## config.mk

```make
export PLATFORM = sky130hd
export DESIGN_NAME = entity_update_scheduler
export DESIGN_NICKNAME = d
export VERILOG_FILES = /design/src/rtl/ppu_pkg.sv /design/src/rtl/vblank_edge_detect.sv /design/src/rtl/entity_update_scheduler.sv
export SDC_FILE = /design/constraint.sdc
export NUM_CORES = 1
export LEC_CHECK = 0
export ABC_AREA = 0
export ABC_CLOCK_PERIOD_IN_PS = 2550
export BUFFER_PORTS_ARGS = -buffer_cell sky130_fd_sc_hd__buf_4
export CORE_UTILIZATION = 45
export CTS_CLUSTER_DIAMETER = 80
export DETAILED_ROUTE_END_ITERATION = 16
export PLACE_DENSITY_LB_ADDON = 0.15
export SLEW_MARGIN = 25
export SYNTH_ARGS = -nofsm -noshare
export SYNTH_HDL_FRONTEND = slang
export SYNTH_HIERARCHICAL = 1
export SYNTH_SLANG_ARGS = --single-unit
```

## constraint.sdc

```tcl
create_clock -name pixel_clk -period 2.55 [get_ports pixel_clk]
set_clock_uncertainty 0.2 [all_clocks]
set_input_delay 0.255 -clock pixel_clk [delete_from_list [all_inputs] [get_ports pixel_clk]]
set_output_delay 0.255 -clock pixel_clk [all_outputs]
set_load 0.01 [all_outputs]
```

## src/rtl/ppu_pkg.sv

```systemverilog
// ppu_pkg: shared constants, slot indices and scheduler state encoding.
package ppu_pkg;
    localparam int          V_ACTIVE     = 480;
    localparam logic [13:0] EMPTY_ENTITY = 14'h3C00;
    localparam logic [17:0] EMPTY_ARRAY  = 18'h3C000;
    localparam logic [3:0]  SLOT_MIN     = 4'd1;
    localparam logic [3:0]  SLOT_ARRAY   = 4'd7;
    localparam logic [3:0]  SLOT_MAX     = 4'd9;

    typedef enum logic [1:0] {DISPLAY, COMMIT, BLANK, DEFER} state_t;

    // Maps the 14-bit slots 1..6, 8, 9 onto a dense 0..7 storage index.
    function automatic logic [2:0] slot_idx(input logic [3:0] slot);
        return 3'(slot > SLOT_ARRAY ? slot - 4'd2 : slot - 4'd1);
    endfunction
endpackage

```

## src/rtl/vblank_edge_detect.sv

```systemverilog
// vblank_edge_detect: derives vblank from the scan line and flags its rising edge.
module vblank_edge_detect #(
    parameter int V_ACTIVE = 480
) (
    input  logic       pixel_clk,
    input  logic       reset_n,
    input  logic [9:0] y_pos,
    output logic       vblank,
    output logic       vblank_rise
);
    localparam logic [9:0] V_LINE = 10'(V_ACTIVE);

    logic vblank_prev;

    assign vblank      = y_pos >= V_LINE;
    assign vblank_rise = vblank && !vblank_prev;

    always_ff @(posedge pixel_clk or negedge reset_n) begin
        if (!reset_n) vblank_prev <= 1'b0;
        else          vblank_prev <= vblank;
    end
endmodule

```

## src/rtl/entity_update_scheduler.sv

```systemverilog
// entity_update_scheduler: double-buffers entity slot writes and swaps the
// whole set into the active registers once per vblank, unless frame_lock defers it.
module entity_update_scheduler #(
    parameter int          V_ACTIVE     = ppu_pkg::V_ACTIVE,
    parameter logic [13:0] EMPTY_ENTITY = ppu_pkg::EMPTY_ENTITY,
    parameter logic [17:0] EMPTY_ARRAY  = ppu_pkg::EMPTY_ARRAY
) (
    input  logic        pixel_clk,
    input  logic        reset_n,
    input  logic [9:0]  y_pos,
    input  logic        wr_valid,
    output logic        wr_ready,
    input  logic [3:0]  wr_slot,
    input  logic [17:0] wr_data,
    input  logic        frame_lock,
    output logic [13:0] entity_1,
    output logic [13:0] entity_2,
    output logic [13:0] entity_3,
    output logic [13:0] entity_4,
    output logic [13:0] entity_5,
    output logic [13:0] entity_6,
    output logic [17:0] entity_7,
    output logic [13:0] entity_8_flip,
    output logic [13:0] entity_9_flip,
    output logic        commit_pulse,
    output logic        even_frame,
    output logic [7:0]  skip_count,
    output logic        slot_err
);
    import ppu_pkg::*;

    state_t      state, state_next;
    logic        vblank, vblank_rise, accept, slot_ok, skip_inc;
    logic [13:0] shadow [8];
    logic [13:0] active [8];
    logic [17:0] shadow_arr, active_arr;

    vblank_edge_detect #(.V_ACTIVE(V_ACTIVE)) u_edge (
        .pixel_clk  (pixel_clk),
        .reset_n    (reset_n),
        .y_pos      (y_pos),
        .vblank     (vblank),
        .vblank_rise(vblank_rise)
    );

    assign wr_ready     = reset_n && state != COMMIT;
    assign commit_pulse = state == COMMIT;
    assign accept       = wr_valid && wr_ready;
    assign slot_ok      = wr_slot >= SLOT_MIN && wr_slot <= SLOT_MAX;

    always_comb begin
        state_next = state;
        skip_inc   = 1'b0;
        case (state)
            DISPLAY: if (vblank_rise) state_next = frame_lock ? DEFER : COMMIT;
            COMMIT:  state_next = BLANK;
            BLANK:   if (!vblank) state_next = DISPLAY;
            DEFER: begin
                // The end of vblank wins over a simultaneous lock release.
                if (!vblank) begin
                    state_next = DISPLAY;
                    skip_inc   = 1'b1;
                end else if (!frame_lock) begin
                    state_next = COMMIT;
                end
            end
        endcase
    end

    always_ff @(posedge pixel_clk or negedge reset_n) begin
        if (!reset_n) state <= DISPLAY;
        else          state <= state_next;
    end

    always_ff @(posedge pixel_clk or negedge reset_n) begin
        if (!reset_n) begin
            for (int i = 0; i < 8; i++) begin
                shadow[i] <= EMPTY_ENTITY;
                active[i] <= EMPTY_ENTITY;
            end
            shadow_arr <= EMPTY_ARRAY;
            active_arr <= EMPTY_ARRAY;
            even_frame <= 1'b0;
            skip_count <= 8'd0;
            slot_err   <= 1'b0;
        end else begin
            if (accept && slot_ok) begin
                if (wr_slot == SLOT_ARRAY) shadow_arr <= wr_data;
                else                       shadow[slot_idx(wr_slot)] <= wr_data[13:0];
            end
            if (commit_pulse) begin
                active     <= shadow;
                active_arr <= shadow_arr;
                even_frame <= !even_frame;
            end
            if (skip_inc && skip_count != 8'hFF) skip_count <= skip_count + 8'd1;
            slot_err <= accept && !slot_ok;
        end
    end

    assign entity_1      = active[0];
    assign entity_2      = active[1];
    assign entity_3      = active[2];
    assign entity_4      = active[3];
    assign entity_5      = active[4];
    assign entity_6      = active[5];
    assign entity_8_flip = active[6];
    assign entity_9_flip = active[7];
    assign entity_7      = active_arr;
endmodule
```

==> impl_metrics.csv, run 1 <==
group,metric,value,unit
logic_synthesis,synth_top_area_share,47.4,%
power_and_ir_drop,p_leak,6.47,nW
logic_synthesis,synth_xor_xnor_area_share,0.825,%
detailed_routing,drt_iter0_drc,190,
placement,dpl.hpwl,15100,um
power_and_ir_drop,powerDensity,1170,nW/um2
final_layout,design_area,13500,um2
detailed_routing,drc,0,
placement,portBuffers,172,
run,cap_violations,0,
setup_path,r2r_cells,5,
logic_synthesis,synthTopCellsByArea,"dfrtp_1 (47%), mux2_2 (27%), dfstp_2 (18%)",
timing,finalSetupViolations,0,
floorplan,die_h,156,um
setup_path,worst_setup_path_start_kind,"flip-flop",
setup_path,worst_r2r_endpoint,"shadow_arr[8]$_DFFE_PN0P_",
setup_path,reg2reg_slack,0.45,ns
timing,slew_headroom,44.4,%
detailed_routing,ant_nets,0,
floorplan,rows,55,
final_layout,num_antenna_cells,0,
grt,gr-total-overflow,0,
setup_path,crit_required,2.10,ns
logic_synthesis,synth_compound_area_share,1.03,%
min_path,hold_path.class,"in2reg",
detailed_routing,wl_per_cell,19.3,um
floorplan,start_util,46.3,%
final_layout,drive_above_1_share,65.8,%
grt,grt_pass1_wl,35900,um
cts,post_cts_buffers,0,
cts,cts_buffers,29,
final_layout,fillers,1781,
cts,htreeDepth,1,
power_and_ir_drop,vdd_drop_max,0.000623,V
final_layout,area_growth,27.3,%
timing,tightest_slew,0.834,ns
cts,worstSkewPairLatency,0.53,ns
timing,finalCritPeriodShare,93.7,%
placement,gp_congestion,0.769,
setup_path,cpMaxStageDelayCell,"dfrtp_1",
logic_synthesis,yosysTopAreaCell,"dfrtp_1",
min_path,holdPathStages,4,
grt,grt_start_max_net_pins,114,
floorplan,die_area,24200,um2
cts,cts_tree,"done",
detailed_routing,drtPass1Iterations,4,
logic_synthesis,synth_fp_nets,675,
timing,max_freq,419,MHz
min_path,min_to,"state[1]$_DFFE_PN0P_",
placement,pre_cts_slack,0.116,ns
floorplan,ios,178,
grt,grt_usage,19.3,%
grt,antenna_found_initial,0,
logic_synthesis,synthMuxAreaShare,27.8,%
setup_path,crit_type,"reg2out",
logic_synthesis,avgSynthCellArea,16.7,um2
setup_path,crit_fanout,47,
timing,setup_tns,0,ns
logic_synthesis,synth_seq_cells,273,
setup_path,regToRegStartpoint,"state[0]$_DFFE_PN0P_",
final_layout,finalNetCount,892,
floorplan,coreArea,22900,um2
logic_synthesis,synth_commonest_cells,"mux2_2 (258), dfrtp_1 (201), dfstp_2 (72)",
setup_path,cp-end-kind,"primary output",
timing,period_minus_slack,2.39,ns
logic_synthesis,synthArstFlopShare,100,%
setup_path,critPathArrivalTime,1.93,ns
detailed_routing,viasPerCell,5.05,
cts,clk_pin_slew,0.06,ns
floorplan,die-width,156,um
logic_synthesis,mappedNetlistArea,10600,um2
logic_synthesis,synthSimpleGateAreaFrac,3.05,%
status,status,"finished clean",
cts,cts_buffer_depth,3,
logic_synthesis,synth_top_family_by_area,"multiplexers",
placement,place_area,12400,um2
detailed_routing,drt-total-wl,22900,um
logic_synthesis,ys_warn_count,6,
timing,rsz0062_at_grt,"false",
logic_synthesis,syn_inst,635,
detailed_routing,vias,5993,
logic_synthesis,synth_most_common_cell,"mux2_2",
grt,grt_pass1_vias,6521,
logic_synthesis,synth_edf_count,0,
timing,slew_violations,0,
setup_path,worst_path_largest_cell_delay,0.42,ns
cts,cts_sinks,273,
logic_synthesis,synth_seq_area_share,65.2,%
timing,fin_ws,0.161,ns
min_path,min-delay-start,"y_pos[6]",
logic_synthesis,ys.flop_type,"dfrtp_1",
setup_path,worstPathCellList,"nor2b_4 > buf_8 > nor2b_1 > buf_4",
timing,finalHoldViolCount,0,
cts,cts-root-buf,"clkbuf_16",
logic_synthesis,synth_fa_ha_area_share,0.471,%
logic_synthesis,ys_types,36,
timing,whs,0.0504,ns
power_and_ir_drop,p_total,15.8,mW
==> layout by cell type, fill, tap and decap left out, drive strengths merged <==
| cell type | instances |
|---|---|
| a21oi | 4 |
| a22o | 2 |
| nor2 | 5 |
| dfrtp | 201 |
| o21bai | 1 |
| mux2 | 262 |
| clkinv | 8 |
| o21ai | 2 |
| or2 | 2 |
| a211oi | 1 |
| nand3 | 3 |
| dfstp | 72 |
| xor2 | 5 |
| dlygate4sd3 | 24 |
| nor3 | 2 |
| buf | 188 |
| a41o | 1 |
| and3 | 1 |
| nor2b | 4 |
| nor4b | 2 |
| o22ai | 4 |
| nand2b | 2 |
| clkbuf | 45 |
| and3b | 1 |
| xnor2 | 5 |
| ha | 4 |
| nor3b | 1 |
| nand2 | 7 |
| nand4 | 11 |
| inv | 4 |
==> registers in the layout (all words and copies together), names as in the netlist, 2 cells and up <==
| register | cells |
|---|---|
| shadow | 112 |
| entity_7 | 18 |
| shadow_arr | 18 |
| entity_1 | 14 |
| entity_2 | 14 |
| entity_3 | 14 |
| entity_4 | 14 |
| entity_5 | 14 |
| entity_6 | 14 |
| entity_8_flip | 14 |
| entity_9_flip | 14 |
| skip_count | 8 |
| state | 2 |
==> report_power, final <==
| group | internal [mW] | switching, mW | leakage, nW | total (mW) |
|---|---|---|---|---|
| Combinational | 2.79 | 1.90 | 2.67 | 4.69 |
| Sequential | 6.35 | 0.938 | 3.37 | 7.28 |
| Clock | 2.21 | 1.59 | 0.432 | 3.80 |
==> cell families (layout without fill, tap and decap cells) <==
logic type               count (synthesis)  count (layout)
AO/OA/AOI/OAI                           15              15
XOR/XNOR                                10              10
adder cells (fa/ha/maj)                  4               4
buffers and inverters                   30             269
flip-flops                             273             273
multiplexers                           262             262
AND/OR/NAND/NOR                         41              41
==> layout make-up <==
class	instances	area [um2]	area share [%]
Clock inverter	8	40.0	0.296
Clock buffer	45	826	6.11
Multi-Input combinational cell	332	3530	26.1
Sequential cell	273	6920	51.2
Timing Repair Buffer	212	1790	13.3
Inverter	4	15.0	0.111
Tap cell	313	392	2.90
==> worst max-delay path by stage <==
stage	startpoint	end	slack, ns	depth (start not counted)
3_3_place_gp	wr_slot[1]	shadow[35]$_DFFE_PN0P_	0.26	8
6_report	state[0]$_DFFE_PN0P_	wr_ready	0.16	4
4_1_cts	state[0]$_DFFE_PN0P_	wr_ready	0.08	4
2_1_floorplan	state[0]$_DFFE_PN0P_	shadow_arr[10]$_DFFE_PN0P_	0.38	6
5_1_grt	state[0]$_DFFE_PN0P_	wr_ready	0.02	4
3_5_place_dp	wr_slot[1]	shadow[93]$_DFFE_PN0P_	0.12	8
==> critical path: cells and delay by family (launching register included) <==
kind / cells / cell delay [ns]
buffers and inverters: 2 / 0.51
and+or+nand+nor: 2 / 0.43
DFF: 1 / 0.42
==> through the flow <==
| step | instances | util, % |
|---|---|---|
| after floorplan | 635 | - |
| after global placement | 1110 | 54.1 |
| final | 1187 | 59.0 |
| after detailed placement | 1110 | 54.1 |
| after global routing | 1187 | 59.0 |
| after CTS | 1187 | 59.0 |
==> what timing repair did <==
| item | CTS | global route |
|---|---|---|
| endpoints found under the hold margin | 163 | 0 |
| gates resized for setup | 1 | 2 |
| endpoints found under the setup margin | 2 | 1 |
| hold buffers | 24 | 0 |
==> routing by layer <==
layer,wire length (um),vias to the layer above,GRT usage (%),share of wire (%)
met4,429,0,4.58,1.9
met1,9800,3120,24.9,43
met2,11600,140,33.3,50
li1,-,2697,-,-
met5,0,-,0,0
met3,1140,36,4.28,5.0
No activity file was read; power rests on OpenSTA's default activity.
==> inputs of run 2 (changes only) <==
Settings changed: CORE_UTILIZATION 45 to 32, CTS_CLUSTER_DIAMETER 80 to 200.
==> run 2 against run 1 <==
  * Combinational power about the same
  * Non-clock buffer count decreased by 2
  * Sequential power hardly changed
  * Fmax grew 0.63%
  * First-iteration DRC count fell by 3.7%
  * Setup slack improved by 0.015 ns
  * Critical path type unchanged
  * Largest cell class unchanged
==> impl_metrics.csv, run 2 (synthesized netlist as in run 1, its figures left out) <==
group,metric,value,unit
final_layout,largest-register,"shadow",
grt,grt_usage,14.6,%
floorplan,rows,66,
floorplan,ios,178,
run,cap_violations,0,
setup_path,crit_fanout,51,
cts,cts_buffers,30,
timing,max_freq,421,MHz
setup_path,crit_type,"reg2out",
grt,grt_pass1_vias,6483,
floorplan,start_util,32.5,%
cts,cts_sinks,273,
grt,gr-total-overflow,0,
cts,cts_tree,"done",
detailed_routing,drtPass1Iterations,4,
power_and_ir_drop,vdd_drop_max,0.000552,V
cts,clk_pin_slew,0.06,ns
final_layout,final_cell_mix,"mux2_2 (258), dfrtp_1 (201), buf_4 (172)",
cts,cts-root-buf,"clkbuf_16",
timing,slew_headroom,46.7,%
cts,worstSkewPairLatency,0.54,ns
timing,finalHoldViolCount,0,
power_and_ir_drop,p_leak,6.55,nW
timing,finalCritPeriodShare,93.1,%
min_path,hold_path.class,"in2reg",
cts,htreeDepth,1,
timing,period_minus_slack,2.37,ns
detailed_routing,drc,0,
cts,cts_buffer_depth,3,
placement,dp.cells,1237,
grt,grt_pass1_wl,37600,um
setup_path,critPathBufInv,2,
setup_path,cpMaxStageDelayCell,"dfrtp_1",
power_and_ir_drop,p_total,16.4,mW
placement,dpl.hpwl,15800,um
timing,finalSetupViolations,0,
power_and_ir_drop,powerDensity,1180,nW/um2
grt,grt_start_max_net_pins,157,
final_layout,largest_reg_flops,112,
detailed_routing,drt-total-wl,24400,um
detailed_routing,viasPerCell,4.60,
placement,portBuffers,172,
setup_path,crit_required,2.10,ns
detailed_routing,wl_per_cell,18.5,um
final_layout,postLayoutCoreUtil,42.6,%
setup_path,worst_setup_path_start_kind,"flip-flop",
detailed_routing,vias,6085,
final_layout,area_growth,30.8,%
status,status,"finished clean",
final_layout,final_cells,1322,
grt,antenna_found_initial,3,
timing,setup_tns,0,ns
placement,place_area,12600,um2
placement,gp_congestion,0.753,
final_layout,design_area,13900,um2
setup_path,crit_family,"buffers and inverters",
final_layout,drive_above_1_share,66.3,%
timing,slew_violations,0,
setup_path,cp-end-kind,"primary output",
floorplan,die-width,184,um
timing,rsz0062_at_grt,"false",
floorplan,die_h,184,um
floorplan,coreArea,32600,um2
detailed_routing,ant_nets,0,
detailed_routing,drt_iter0_drc,183,
floorplan,die_area,33900,um2
setup_path,critPathArrivalTime,1.92,ns
final_layout,finalNetCount,891,
setup_path,worst_path_largest_cell_delay,0.43,ns
setup_path,worstPathCellList,"nor2b_4 > buf_12 > nor2b_1 > buf_4",
final_layout,final_common_cell,"mux2_2",
timing,tightest_slew,0.800,ns
-- run 2: cell types whose count changed in the layout (fill, tap and decap cells not counted), sizes merged --
cell	previous run	this run
buf	188	186
bufinv	0	3
clkbuf	45	48
clkinv	8	5
diode	0	5
-- run 2: layer usage --
metal	share of wire (%)	track usage, %	up-vias	wire length [um]
met5	0	0	-	0
met4	2.1	3.47	0	515
met3	5.9	3.58	37	1440
met2	48	23.8	159	11600
met1	44	19.5	3161	10900
li1	-	-	2728	-
-- run 2: repair_timing --
item | in CTS | in global routing
endpoints found under the setup margin | 2 | 1
setup buffers | 0 | 0
hold buffers | 24 | 0
resized for setup | 2 | 2
hold endpoints to repair | 344 | 0
-- run 2: report_power, final --
group / internal, mW / switching [mW] / total (mW)
clock: 2.78 / 1.66 / 4.44
combinational: 2.79 / 1.90 / 4.69
sequential: 6.35 / 0.927 / 7.27
-- run 2: tightest hold or removal path, stage by stage --
cell     delay (ns)
buf_4          0.17
a21oi_4        0.14
nor3_1         0.15
-- run 2: path summary, 6_finish.rpt --
check / startpoint / slack (ns) / endpoint / cells after the start
min in group asynchronous: reset_n / 0.19 / entity_2[1]$_DFFE_PN0P_ / 3
min reg2reg: even_frame$_DFFE_PN0P_ / 0.27 / even_frame$_DFFE_PN0P_ / 1
max reg2reg: state[0]$_DFFE_PN0P_ / 0.51 / shadow_arr[9]$_DFFE_PN0P_ / 5
max in group asynchronous: reset_n / 1.29 / shadow_arr[9]$_DFFE_PN0P_ / 3
max: state[0]$_DFFE_PN0P_ / 0.18 / wr_ready / 4
min: wr_slot[3] / 0.03 / slot_err$_DFF_PN0_ / 3
-- run 2: stage by stage --
stage                     hold slack, ns  worst slack [ns]
after floorplan                   -0.241             0.381
after global placement             0.176             0.246
after detailed placement           0.199             0.126
after CTS                        0.00228            0.0640
after global routing              0.0485            0.0464
final                             0.0320             0.175
-- run 2: layout make-up --
cell class / instances / area [um2]
clock inverters: 8 / 115
repair buffers: 210 / 1810
diodes: 5 / 12.5
multi-input cells: 332 / 3530
clock buffers: 48 / 930
flip-flops and latches: 273 / 6920
fillers: 2903 / 18700
inverters: 4 / 15.0
well taps: 442 / 553
==> inputs of run 3 (changes only) <==
Settings changed: CORE_UTILIZATION 32 to 55, SKIP_LAST_GASP from default to 1.
==> run 3 against run 2 <==
  * Sequential power hardly changed
  * Die area fell by 41%
  * Power fell by 1.2%
  * Design area is 2.6% lower
  * Hold slack better by 0.0082 ns
  * Via count is 0.53% lower
  * Cell count fell by 15%
  * Largest cell class unchanged
  * Setup slack worse by 0.021 ns
  * Critical path depth unchanged
  * Fmax is 0.88% lower
==> impl_metrics.csv, run 3 (synthesized netlist as in run 1, its figures left out) <==
group,metric,value,unit
detailed_routing,drc,0,
timing,slew_headroom,46.5,%
power_and_ir_drop,switching_share,27.6,%
setup_path,crit_required,2.10,ns
min_path,holdPathStages,3,
timing,period_minus_slack,2.40,ns
grt,grt_start_max_net_pins,151,
setup_path,worst_setup_path_start_kind,"flip-flop",
floorplan,die_h,141,um
power_and_ir_drop,p_seq_share,44.9,%
setup_path,crit_type,"reg2out",
power_and_ir_drop,p_switching,4.48,mW
cts,cts_buffer_depth,3,
cts,htreeDepth,1,
detailed_routing,ant_nets,0,
final_layout,num_antenna_cells,0,
placement,gp_congestion,0.835,
setup_path,cp-end-kind,"primary output",
floorplan,start_util,56.4,%
floorplan,rows,50,
setup_path,critPathArrivalTime,1.94,ns
placement,pre_cts_slack,0.0000642,ns
cts,cts_buffers,28,
timing,max_freq,417,MHz
floorplan,ios,178,
timing,slew_violations,0,
power_and_ir_drop,clockPowerShare,26.2,%
detailed_routing,drt_iter0_drc,241,
power_and_ir_drop,powerDensity,1200,nW/um2
timing,rsz0062_at_grt,"false",
min_path,min_to,"slot_err$_DFF_PN0_",
floorplan,die-width,141,um
timing,finalCritPeriodShare,93.9,%
final_layout,largest-register,"shadow",
power_and_ir_drop,vdd_drop_max,0.000747,V
setup_path,worst_r2r_endpoint,"shadow_arr[7]$_DFFE_PN0P_",
final_layout,final_cell_mix,"mux2_2 (258), dfrtp_1 (201), buf_4 (173)",
cts,cts_sinks,273,
status,status,"finished clean",
detailed_routing,drtPass1Iterations,4,
cts,post_cts_buffers,0,
detailed_routing,vias,6053,
power_and_ir_drop,p_leak,6.50,nW
final_layout,final_common_cell,"mux2_2",
timing,setup_tns,0,ns
setup_path,reg2reg_slack,0.46,ns
grt,grt_usage,23.5,%
timing,finalHoldViolCount,0,
placement,portBuffers,172,
timing,tightest_slew,0.802,ns
cts,cts-root-buf,"clkbuf_16",
setup_path,crit_fanout,41,
detailed_routing,wl_per_cell,20.1,um
grt,gr-total-overflow,0,
min_path,hold_path.class,"in2reg",
grt,antenna_found_initial,0,
timing,finalSetupViolations,0,
power_and_ir_drop,p_int,11.7,mW
placement,dpl.hpwl,14500,um
cts,clk_pin_slew,0.06,ns
detailed_routing,drt-total-wl,22700,um
power_and_ir_drop,power_frac_comb,28.9,%
floorplan,die_area,19900,um2
timing,fin_ws,0.154,ns
grt,grt_pass1_wl,35900,um
min_path,min-delay-start,"wr_slot[3]",
final_layout,drive_above_1_share,66.5,%
floorplan,coreArea,18800,um2
setup_path,regToRegStartpoint,"state[0]$_DFFE_PN0P_",
final_layout,largest_reg_flops,112,
setup_path,r2r_cells,5,
cts,cts_tree,"done",
cts,worstSkewPairLatency,0.52,ns
grt,grt_pass1_vias,6571,
run,cap_violations,0,
final_layout,finalNetCount,887,
final_layout,area_growth,27.5,%
detailed_routing,viasPerCell,5.36,
[run 3: cell count changes in the layout (fill, tap and decap cells not counted), sizes merged]
cell	previous run	this run
buf	186	185
bufinv	3	2
clkbuf	48	45
clkinv	5	3
clkinvlp	0	2
diode	5	0
dlygate4sd3	24	23
[run 3: how the worst max path moves through the flow]
stage	startpoint	endpoint	depth (start not counted)
floorplan	state[0]$_DFFE_PN0P_	shadow_arr[10]$_DFFE_PN0P_	6
global placement	wr_slot[1]	shadow[16]$_DFFE_PN0P_	7
detailed placement	wr_slot[1]	shadow[14]$_DFFE_PN0P_	7
CTS	state[1]$_DFFE_PN0P_	wr_ready	4
global route	reset_n	wr_ready	5
finish	state[0]$_DFFE_PN0P_	wr_ready	4
[run 3: per-stage QoR]
| stage | hold slack [ns] | instance area (um2) | total power [mW] | cells | util, % |
|---|---|---|---|---|---|
| 6_report | 0.0402 | 13500 | 16.2 | 1129 | 71.9 |
| 5_1_grt | 0.0579 | 13500 | 17.0 | 1129 | 71.9 |
| 4_1_cts | 0.0181 | 13500 | 16.4 | 1129 | 71.8 |
| 3_5_place_dp | 0.234 | 12300 | 12.1 | 1054 | 65.4 |
| 3_3_place_gp | 0.207 | 12300 | 11.8 | 1054 | 65.4 |
| 2_1_floorplan | -0.241 | 10600 | 9.56 | 635 | - |
[run 3: power by group through the flow]
stage / Clock [mW] / Combinational (mW) / Sequential [mW]
3_5_place_dp: 0 / 4.72 / 7.35
4_1_cts: 4.31 / 4.76 / 7.29
3_3_place_gp: 0 / 4.56 / 7.22
6_report: 4.24 / 4.68 / 7.28
2_1_floorplan: 0 / 1.94 / 7.62
5_1_grt: 4.49 / 5.01 / 7.50
[run 3: layout make-up]
type,count,area (um2)
sequential,273,6920
fill,1234,5300
multi-input combinational,332,3530
timing repair buffer,208,1760
clock buffer,45,896
tap,260,325
clock inverter,7,90.1
inverter,4,15.0
[run 3: layer usage]
metal / global-route usage, % / routed length, um / up-vias / share of wire [%]
met4: 5.61 / 359 / 0 / 1.6
met3: 4.42 / 1070 / 32 / 4.7
met5: 0 / 0 / - / 0
met2: 40.6 / 11600 / 137 / 51
li1: - / - / 2699 / -
met1: 31.0 / 9670 / 3185 / 43
[run 3: what timing repair did]
action,4_1_cts,5_1_grt
resized for setup,0,1
endpoints found under the hold margin,335,0
setup endpoints to repair,0,2
hold buffers,23,0
[run 3: worst max-delay path: stages, from the launching register on]
cell     delay [ns]
dfrtp_1        0.43
nor2b_4        0.33
buf_6          0.39
nor2b_1        0.08
buf_4          0.15
